$ cat config.mk
export PLATFORM = sky130hd
export DESIGN_NAME = mem_wb_stage
export DESIGN_NICKNAME = d
export VERILOG_FILES = /design/src/rtl/cpu_pkg.sv /design/src/rtl/dmem_handshake.sv /design/src/rtl/mem_wb_stage.sv
export SDC_FILE = /design/constraint.sdc
export NUM_CORES = 1
export LEC_CHECK = 0
export CAP_MARGIN = 20
export CORE_AREA = 4 4 78 80
export DETAILED_ROUTE_END_ITERATION = 12
export DIE_AREA = 0 0 82 84
export PLACE_DENSITY_LB_ADDON = 0.12
export SYNTH_ARGS = -nofsm -noshare
export SYNTH_HDL_FRONTEND = slang
export SYNTH_SLANG_ARGS = --single-unit
$ cat constraint.sdc
create_clock -name clk -period 2.25 [get_ports clk]
set_input_delay 0.225 -clock clk [delete_from_list [all_inputs] [get_ports clk]]
set_output_delay 0.225 -clock clk [all_outputs]
set_load 0.05 [all_outputs]
$ cat src/rtl/cpu_pkg.sv
// Shared encodings for the memory/writeback stage: opcodes, I-type sub-ops, FSM states
// and instruction field positions.
package cpu_pkg;

   typedef enum logic [1:0] {
      OP_R    = 2'b00,
      OP_I    = 2'b01,
      OP_JMP  = 2'b10,
      OP_HALT = 2'b11
   } opcode_e;

   typedef enum logic [1:0] {
      I_ADDI = 2'b00,
      I_LD   = 2'b01,
      I_ST   = 2'b10,
      I_CMP  = 2'b11
   } isub_e;

   typedef enum logic [1:0] {
      IDLE     = 2'b00,
      MEM_WAIT = 2'b01,
      HALTED   = 2'b10
   } state_e;

   localparam int INSTR_W = 8;
   localparam int OPC_MSB = 7;
   localparam int OPC_LSB = 6;
   localparam int SUB_MSB = 5;
   localparam int SUB_LSB = 4;
   localparam int RT_MSB  = 3;
   localparam int RT_LSB  = 2;

endpackage

$ cat src/rtl/dmem_handshake.sv
// Data-memory req/ack engine: holds the request until ack (or timeout) and reports completion.
// Optional timeout counter is enabled by defining MEM_TIMEOUT_EN.
module dmem_handshake #(
   parameter int DATA_W         = 8,
   parameter int ADDR_W         = 8,
   parameter int TIMEOUT_CYCLES = 16
) (
   input  logic              clk,
   input  logic              rst_n,
   input  logic              i_start,
   input  logic              i_we,
   input  logic [ADDR_W-1:0] i_addr,
   input  logic [DATA_W-1:0] i_wdata,
   output logic              dmem_req,
   output logic              dmem_we,
   output logic [ADDR_W-1:0] dmem_addr,
   output logic [DATA_W-1:0] dmem_wdata,
   input  logic              dmem_ack,
   input  logic [DATA_W-1:0] dmem_rdata,
   output logic              o_done,
   output logic              o_timed_out,
   output logic [DATA_W-1:0] o_rdata
);

   logic              r_req;
   logic              r_we;
   logic [ADDR_W-1:0] r_addr;
   logic [DATA_W-1:0] r_wdata;

   // ack is only meaningful while the request is up
   assign o_done  = r_req & dmem_ack;
   assign o_rdata = dmem_rdata;

`ifdef MEM_TIMEOUT_EN
   localparam int CNT_W = (TIMEOUT_CYCLES > 1) ? $clog2(TIMEOUT_CYCLES) : 1;
   logic [CNT_W-1:0] r_cnt;

   // an ack on the final count takes priority over the timeout
   assign o_timed_out = r_req & ~dmem_ack & (r_cnt == CNT_W'(TIMEOUT_CYCLES - 1));

   always_ff @(posedge clk or negedge rst_n) begin
      if (!rst_n) begin
         r_cnt <= '0;
      end else if (i_start) begin
         r_cnt <= '0;
      end else if (r_req) begin
         r_cnt <= r_cnt + 1'b1;
      end
   end
`else
   logic w_unused_timeout;
   assign w_unused_timeout = (TIMEOUT_CYCLES > 0);
   assign o_timed_out      = 1'b0;
`endif

   always_ff @(posedge clk or negedge rst_n) begin
      if (!rst_n) begin
         r_req   <= 1'b0;
         r_we    <= 1'b0;
         r_addr  <= '0;
         r_wdata <= '0;
      end else if (i_start) begin
         r_req   <= 1'b1;
         r_we    <= i_we;
         r_addr  <= i_addr;
         r_wdata <= i_wdata;
      end else if (o_done || o_timed_out) begin
         r_req <= 1'b0;
      end
   end

   assign dmem_req   = r_req;
   assign dmem_we    = r_we;
   assign dmem_addr  = r_addr;
   assign dmem_wdata = r_wdata;

endmodule

$ cat src/rtl/mem_wb_stage.sv
// Memory/writeback stage: LD/ST via req/ack port, register writeback, jump redirect, halt.
// Define MEM_TIMEOUT_EN to bound the wait for dmem_ack and raise a sticky mem_err.
module mem_wb_stage
   import cpu_pkg::*;
#(
   parameter int DATA_W         = 8,
   parameter int ADDR_W         = 8,
   parameter int TIMEOUT_CYCLES = 16
) (
   input  logic               clk,
   input  logic               rst_n,
   input  logic               valid_in,
   input  logic [INSTR_W-1:0] instr_in,
   input  logic [DATA_W-1:0]  alu_result_in,
   input  logic [DATA_W-1:0]  write_data_in,
   input  logic [7:0]         pc_alu_in,
   output logic               stall_out,
   output logic               dmem_req,
   output logic               dmem_we,
   output logic [ADDR_W-1:0]  dmem_addr,
   output logic [DATA_W-1:0]  dmem_wdata,
   input  logic               dmem_ack,
   input  logic [DATA_W-1:0]  dmem_rdata,
   output logic               wb_en,
   output logic [1:0]         wb_reg,
   output logic [DATA_W-1:0]  wb_data,
   output logic               redirect_valid,
   output logic [7:0]         redirect_pc,
   output logic               halted,
   output logic               mem_err
);

   state_e              r_state, w_state_nxt;
   logic                r_wb_en, w_wb_en_nxt;
   logic [1:0]          r_wb_reg, w_wb_reg_nxt;
   logic [DATA_W-1:0]   r_wb_data, w_wb_data_nxt;
   logic                r_redir_vld, w_redir_vld_nxt;
   logic [7:0]          r_redir_pc, w_redir_pc_nxt;
   logic                r_halted, w_halted_nxt;
   logic                r_is_ld, w_is_ld_nxt;
   logic [1:0]          r_rt, w_rt_nxt;

   logic                w_start, w_start_we;
   logic                w_hs_done, w_hs_timed_out;
   logic [DATA_W-1:0]   w_hs_rdata;
   logic [ADDR_W-1:0]   w_addr;

   opcode_e             w_opcode;
   isub_e               w_sub;
   logic [1:0]          w_rt;
   logic                w_unused;

   assign w_opcode = opcode_e'(instr_in[OPC_MSB:OPC_LSB]);
   assign w_sub    = isub_e'(instr_in[SUB_MSB:SUB_LSB]);
   assign w_rt     = instr_in[RT_MSB:RT_LSB];
   assign w_unused = &{1'b0, instr_in[RT_LSB-1:0]};

   generate
      if (ADDR_W <= DATA_W) begin : g_addr_trunc
         assign w_addr = alu_result_in[ADDR_W-1:0];
      end else begin : g_addr_zext
         assign w_addr = {{(ADDR_W-DATA_W){1'b0}}, alu_result_in};
      end
   endgenerate

   dmem_handshake #(
      .DATA_W         (DATA_W),
      .ADDR_W         (ADDR_W),
      .TIMEOUT_CYCLES (TIMEOUT_CYCLES)
   ) u_dmem_hs (
      .clk         (clk),
      .rst_n       (rst_n),
      .i_start     (w_start),
      .i_we        (w_start_we),
      .i_addr      (w_addr),
      .i_wdata     (write_data_in),
      .dmem_req    (dmem_req),
      .dmem_we     (dmem_we),
      .dmem_addr   (dmem_addr),
      .dmem_wdata  (dmem_wdata),
      .dmem_ack    (dmem_ack),
      .dmem_rdata  (dmem_rdata),
      .o_done      (w_hs_done),
      .o_timed_out (w_hs_timed_out),
      .o_rdata     (w_hs_rdata)
   );

   always_comb begin
      w_state_nxt     = r_state;
      w_wb_en_nxt     = 1'b0;
      w_wb_reg_nxt    = r_wb_reg;
      w_wb_data_nxt   = r_wb_data;
      w_redir_vld_nxt = 1'b0;
      w_redir_pc_nxt  = r_redir_pc;
      w_halted_nxt    = r_halted;
      w_is_ld_nxt     = r_is_ld;
      w_rt_nxt        = r_rt;
      w_start         = 1'b0;
      w_start_we      = 1'b0;
      case (r_state)
         IDLE: begin
            if (valid_in) begin
               case (w_opcode)
                  OP_R: begin
                     w_wb_en_nxt   = 1'b1;
                     w_wb_reg_nxt  = instr_in[SUB_MSB:SUB_LSB];
                     w_wb_data_nxt = alu_result_in;
                  end
                  OP_I: begin
                     if (w_sub == I_LD || w_sub == I_ST) begin
                        w_start     = 1'b1;
                        w_start_we  = (w_sub == I_ST);
                        w_is_ld_nxt = (w_sub == I_LD);
                        w_rt_nxt    = w_rt;
                        w_state_nxt = MEM_WAIT;
                     end else begin
                        w_wb_en_nxt   = 1'b1;
                        w_wb_reg_nxt  = w_rt;
                        w_wb_data_nxt = alu_result_in;
                     end
                  end
                  OP_JMP: begin
                     w_redir_vld_nxt = 1'b1;
                     w_redir_pc_nxt  = pc_alu_in;
                  end
                  default: begin
                     w_halted_nxt = 1'b1;
                     w_state_nxt  = HALTED;
                  end
               endcase
            end
         end
         MEM_WAIT: begin
            if (w_hs_done) begin
               w_state_nxt = IDLE;
               if (r_is_ld) begin
                  w_wb_en_nxt   = 1'b1;
                  w_wb_reg_nxt  = r_rt;
                  w_wb_data_nxt = w_hs_rdata;
               end
            end else if (w_hs_timed_out) begin
               // a timed-out load still retires, with zero data
               w_state_nxt = IDLE;
               if (r_is_ld) begin
                  w_wb_en_nxt   = 1'b1;
                  w_wb_reg_nxt  = r_rt;
                  w_wb_data_nxt = '0;
               end
            end
         end
         default: begin
         end
      endcase
   end

   always_ff @(posedge clk or negedge rst_n) begin
      if (!rst_n) begin
         r_state     <= IDLE;
         r_wb_en     <= 1'b0;
         r_wb_reg    <= '0;
         r_wb_data   <= '0;
         r_redir_vld <= 1'b0;
         r_redir_pc  <= '0;
         r_halted    <= 1'b0;
         r_is_ld     <= 1'b0;
         r_rt        <= '0;
      end else begin
         r_state     <= w_state_nxt;
         r_wb_en     <= w_wb_en_nxt;
         r_wb_reg    <= w_wb_reg_nxt;
         r_wb_data   <= w_wb_data_nxt;
         r_redir_vld <= w_redir_vld_nxt;
         r_redir_pc  <= w_redir_pc_nxt;
         r_halted    <= w_halted_nxt;
         r_is_ld     <= w_is_ld_nxt;
         r_rt        <= w_rt_nxt;
      end
   end

`ifdef MEM_TIMEOUT_EN
   logic r_mem_err;
   always_ff @(posedge clk or negedge rst_n) begin
      if (!rst_n) begin
         r_mem_err <= 1'b0;
      end else if (w_hs_timed_out) begin
         r_mem_err <= 1'b1;
      end
   end
   assign mem_err = r_mem_err;
`else
   assign mem_err = 1'b0;
`endif

   assign stall_out      = (r_state != IDLE);
   assign wb_en          = r_wb_en;
   assign wb_reg         = r_wb_reg;
   assign wb_data        = r_wb_data;
   assign redirect_valid = r_redir_vld;
   assign redirect_pc    = r_redir_pc;
   assign halted         = r_halted;

endmodule

==> impl_results.md, run 1 <==
- Status: finished, violations left
- Violated checks: hold timing
- CP arrival: 2210 ps
- Pin count of the biggest net entering global routing: 45
- Final period utilization: 90.9%
- Total setup buffers inserted after CTS: 0
- Critical path class: reg -> reg
- Via/cell ratio: 4.61
- Die area: 6890 µm²
- Post-route antenna net violation count: 0
- Nets@finish: 265
- Launch point of the worst reg-to-reg path: r_state[1]
- Synth Instances: 128
- Endpoints failing setup: 0
- Ys flop type: dfrtp_1
- Worst path bufs/invs: 1
- Synth Area per Inst: 15.3 µm²
- Layout cells sized above 1: 29.5%
- Vias in the first global route: 1,519
- Die height: 84 µm
- Crit-path max cell delay: 570 ps
- Post-synth top cells: 44 x dfrtp_1, 26 x mux2_2, 18 x mux2_4
- Root Driver: clkbuf_8
- Final Hold Fails: 5
- Clock Tree Buf Depth: 2
- Synth unique cells: 29
- Synthesized area: 1960 µm²
- Number of synthesized flops with an enable pin: 0
- Cell taking the most area after synthesis: dfrtp_1
- CTS tree: built
- Num Clock Sinks: 44
- Worst Skew: 7.64 ps
- Vias: 1,346
- Slew of the pin with the lowest slew margin: 555 ps
- Clock slew at reported path FFs: 80 ps
- CP max-delay cell: or4b_4
- Max Slew Vio Count: 0
- Core Rows: 27
- Count of cells resized by post-cts repair: 0
- Crit-path cells: or4b_4, or3b_1, buf_4, mux2_4
- Syn Nets: 174
- Power Density: 1120 nW/µm²
- Layout area overhead: 50.6%
- Initial antenna violation count: 0
- Synth area leaders: dfrtp_1 56%, mux2_2 15%, mux2_4 14%
- Worst skew pair latency: 290 ps
- Hold_ws: -8.50 ps
- FILL cells: 470
- Peak supply drop: 0.569 mV
- Ports: 85
- Top-area cell type share of the netlist area: 56.2%
- Wirelength, routed: 4.55 mm
- Starting DRC count in detailed routing: 29
- CP required: 2420 ps
- Initial Util: 36.2%
- Core ar.: 5410 µm²
- Static leakage power: 1.34 nW
- Hold buffers post-CTS: 0
- Die Wd: 82 µm
- Max H-tree Level: 2
- Count leader, synth: dfrtp_1
- Max Cap Viol: 0
- Max Freq: 0.489 GHz
- Final core utilization: 54.6%
- Fraction of registers with async set/reset: 100%
- Final RePlAce weighted congestion: 0.810
- Grt total ovfl: 0
- RSZ-0062 raised after global routing: no
- Total CTS buffers: 5
- Tot GR Track Use: 14.0%
- Relative slew margins: 63.0%
- Multi-input combinational cell area: 785 µm²
- Min-delay worst type: in -> async
- Synthesis Warnings: 0
- Storage cell area: 1100 µm²
- Count of input and output buffers: 81
- Crit. End Element: flip-flop
- Seq cells post-synth: 44
- First-pass GRT wire length: 7.47 mm
- CP Max Fanout: 15
- Number of diodes: 0
- Critical path's top delay family: simple AND/OR/NAND/NOR gates
- DP HPWL: 3.45 mm
- Flop2flop setup slack: 210 ps
- DR pass1 iterations: 4
- Final min period: 2040 ps
- Wire per inst: 15.6 µm
- Crit start category: flip-flop
- Sequential cell area fraction in the yosys report: 56.2%
- Critical path origin: r_state[1]
- DRC viols: 0
## report_power, final
group	switching (mW)	total [mW]	internal, mW
clock network	0.254	0.499	0.245
registers	0.135	1.16	1.03
logic	1.00	1.64	0.641
## metrics by stage
stage	total power, mW	std cells	cell area [µm²]	setup WS (ps)	TNS [ps]
3_5_place_dp	2.84	284	2860	-46.1	-531
4_1_cts	3.35	292	2950	198	0
5_1_grt	3.47	292	2950	164	0
6_report	3.30	292	2950	205	0
3_3_place_gp	2.80	284	2860	-9.23	-89.2
2_1_floorplan	2.21	128	1960	263	0
## final timing paths
| check | endpoint | cells after the start |
|---|---|---|
| worst max-delay path | u_dmem_hs.dmem_addr[0] | 4 |
| worst max register to register | u_dmem_hs.dmem_addr[0] | 4 |
| worst min-delay path | r_is_ld | 2 |
| min in group clk | halted | 1 |
| max in group asynchronous | u_dmem_hs.dmem_addr[0] | 2 |
| worst min register to register | halted | 1 |
## metal layers
metal	track usage (%)	vias to the layer above	part of all wire, %
li1	-	638	-
met1	15.9	663	40
met2	24.2	43	52
met3	5.72	2	7.1
met4	3.32	0	0.42
met5	0	-	0
## placed cells by master (no fill, tap or decap), types with 3 or more instances in the layout
master           Yosys  routed
dfrtp_1             44      44
clkbuf_8             0       6
nand2_1              3       3
clkdlybuf4s50_1      0      80
mux2_4              18      18
mux2_2              26      26
buf_4                1       8
inv_1                3       3
## worst register-to-register path, delay by kind of cell, from the launching register on
family                 cells  cell delay, ps
and+or+nand+nor            2             950
buffers and inverters      1             230
muxes                      1             330
DFF                        1             420
## logic make-up (layout without fill, tap and decap cells)
| logic type | count (synthesis) | after routing | share of synthesized area [%] |
|---|---|---|---|
| AOI/OAI and AO/OA | 11 | 11 | 4.15 |
| adders and majority gates | 2 | 2 | 1.28 |
| buffers and inverters | 9 | 101 | 3.71 |
| DFF | 44 | 44 | 56.2 |
| muxes | 44 | 44 | 28.8 |
| other | 1 | 1 | 0.192 |
| and+or+nand+nor | 17 | 17 | 5.69 |
## cell type report
class                   instances  share of cell area (%)
clock inverters                 2                   0.339
flip-flops and latches         44                    37.3
clock buffers                   6                    2.80
inverters                       4                   0.509
multi-input cells              75                    26.6
repair buffers                 89                    29.4
well taps                      72                    3.05
No activity file was read; power rests on OpenSTA's default activity.
==> run 2, diff against run 1 <==
Settings changed: PLACE_DENSITY_LB_ADDON 0.12 to 0.1.
==> run 2 against run 1 <==
The run still ends with hold timing left. Largest power group unchanged. Sequential power hardly changed. Critical path type unchanged. Critical endpoint unchanged. Largest cell class unchanged. Sequential share of layout area is 0.19 points higher. Combinational power is essentially flat.
==> impl_results.md, run 2 (synthesized netlist as in run 1, its figures left out) <==
- Total CTS buffers: 5 (unchanged)
- Core Rows: 27 (unchanged)
- Count of input and output buffers: 81 (unchanged)
- Max Cap Viol: 0 (unchanged)
- Static leakage power: 1.33 nW (-0.67%)
- Via/cell ratio: 4.58 (-0.58%)
- Min-delay worst type: in -> async
- Pin count of the biggest net entering global routing: 45 (unchanged)
- First-pass GRT wire length: 7.13 mm (-4.5%)
- Layout cells sized above 1: 28.9% (-0.65 points)
- CP required: 2430 ps (about the same)
- DR pass1 iterations: 4 (unchanged)
- Crit start category: flip-flop
- CP arrival: 2230 ps (+20 ps)
- Number of diodes: 0 (unchanged)
- DRC viols: 0 (unchanged)
- Count of cells resized by post-cts repair: 0 (unchanged)
- Final worst setup slack: 199 ps (-6.17 ps)
- Clock Tree Buf Depth: 2 (unchanged)
- Vias in the first global route: 1,464 (-3.6%)
- Crit. End Element: flip-flop
- Placed inst area: 2840 µm² (-0.53%)
- Die area: 6890 µm² (unchanged)
- CTS tree: built
- Slew of the pin with the lowest slew margin: 547 ps (-7.32 ps)
- Vias: 1,329 (-1.3%)
- Layout area overhead: 49.8%
- Tot GR Track Use: 13.3% (-0.71 points)
- Wirelength, routed: 4.35 mm (-4.4%)
- Commonest cells after routing, fill and taps aside: 80 x clkdlybuf4s50_1, 44 x dfrtp_1, 26 x mux2_2
- Die height: 84 µm (unchanged)
- Wire per inst: 15.0 µm (-3.7%)
- CP Max Fanout: 14 (-1)
- Ports: 85 (unchanged)
- Relative slew margins: 63.5% (+0.49 points)
- RSZ-0062 raised after global routing: no
- Power Density: 1130 nW/µm² (+0.71%)
- Design area: 2930 µm² (-0.51%)
- Status: finished, violations left
- Hold buffers post-CTS: 0 (unchanged)
- Endpoints failing setup: 0 (unchanged)
- Num Clock Sinks: 44 (unchanged)
- Dpl ws: -27.3 ps (+18.9 ps)
- Post-route antenna net violation count: 0 (unchanged)
- Final min period: 2050 ps (+6.17 ps)
- Max H-tree Level: 2 (unchanged)
- Critical path origin: r_state[1]
- Design Power: 3.31 mW (+0.20%)
- Worst skew pair latency: 290 ps (about the same)
- Violated checks: hold timing
- Max Freq: 0.488 GHz (-0.30%)
- Root Driver: clkbuf_8
- Core ar.: 5410 µm² (unchanged)
- Final period utilization: 91.1% (+0.27 points)
- Critical path class: reg -> reg
- Launch point of the worst reg-to-reg path: r_state[1]
- Starting DRC count in detailed routing: 32 (+10%)
- Worst Skew: 6.02 ps (-1.62 ps)
- Hold_ws: -2.57 ps (+5.93 ps)
- Grt total ovfl: 0 (unchanged)
- Final RePlAce weighted congestion: 0.724 (-11%)
- Commonest non-fill, non-tap cell in the layout: clkdlybuf4s50_1
- Nets@finish: 263 (-0.75%)
- Max Slew Vio Count: 0 (unchanged)
- Die Wd: 82 µm (unchanged)
- Peak supply drop: 0.625 mV (+10%)
- Clock slew at reported path FFs: 80 ps (about the same)
- Initial Util: 36.2% (unchanged)
- Setup TNS: 0 ps (unchanged)
- Initial antenna violation count: 0 (unchanged)
- Total setup buffers inserted after CTS: 0 (unchanged)
- Final Hold Fails: 1 (-4)
- DP HPWL: 3.26 mm (-5.7%)
[run 2: cell count changes in the layout (fill, tap and decap cells not counted), sizes merged]
cell,previous run,this run
buf,9,7
[run 2: layout make-up]
cell class / instances / area, µm²
fillers: 464 / 2470
flip-flops and latches: 44 / 1100
multi-input cells: 75 / 785
clock buffers: 6 / 82.6
clock inverters: 2 / 10.0
well taps: 72 / 90.1
repair buffers: 87 / 851
inverters: 4 / 15.0
[run 2: final timing paths]
path / end / slack [ps] / cells past startpoint
setup / recovery: u_dmem_hs.dmem_addr[0] / 200 / 4
hold / removal: halted / -3 / 2
setup reg to reg: u_dmem_hs.dmem_addr[0] / 200 / 4
hold reg to reg: halted / 490 / 1
max in group asynchronous: u_dmem_hs.dmem_addr[7] / 1870 / 2
min in group clk: halted / 490 / 1
[run 2: where the power goes]
| part | internal (mW) | total [mW] | switching (mW) |
|---|---|---|---|
| Sequential | 1.03 | 1.16 | 0.136 |
| Clock | 0.245 | 0.505 | 0.260 |
| Combinational | 0.642 | 1.64 | 1.00 |
| Total | 1.91 | 3.31 | 1.40 |
[run 2: critical path, cell delays in order, from the launching register on]
cell	delay, ps
dfrtp_1	430
or4b_4	580
or3b_1	380
buf_4	220
mux2_4	310
[run 2: per-layer routing]
| metal | global-route usage, % | part of all wire, % | vias up | wire (µm) |
|---|---|---|---|---|
| li1 | - | - | 629 | - |
| met3 | 5.18 | 8.5 | 7 | 370 |
| met2 | 21.0 | 48 | 52 | 2080 |
| met1 | 16.6 | 42 | 641 | 1840 |
| met5 | 0 | 0 | - | 0 |
| met4 | 4.23 | 1.4 | 0 | 60 |
[run 2: metrics by stage]
| step | utilization [%] | cells |
|---|---|---|
| 5_1_grt | 54.3 | 290 |
| 6_report | 54.3 | 290 |
| 3_3_place_gp | 52.6 | 282 |
| 3_5_place_dp | 52.6 | 282 |
| 2_1_floorplan | - | 128 |
| 4_1_cts | 54.3 | 290 |
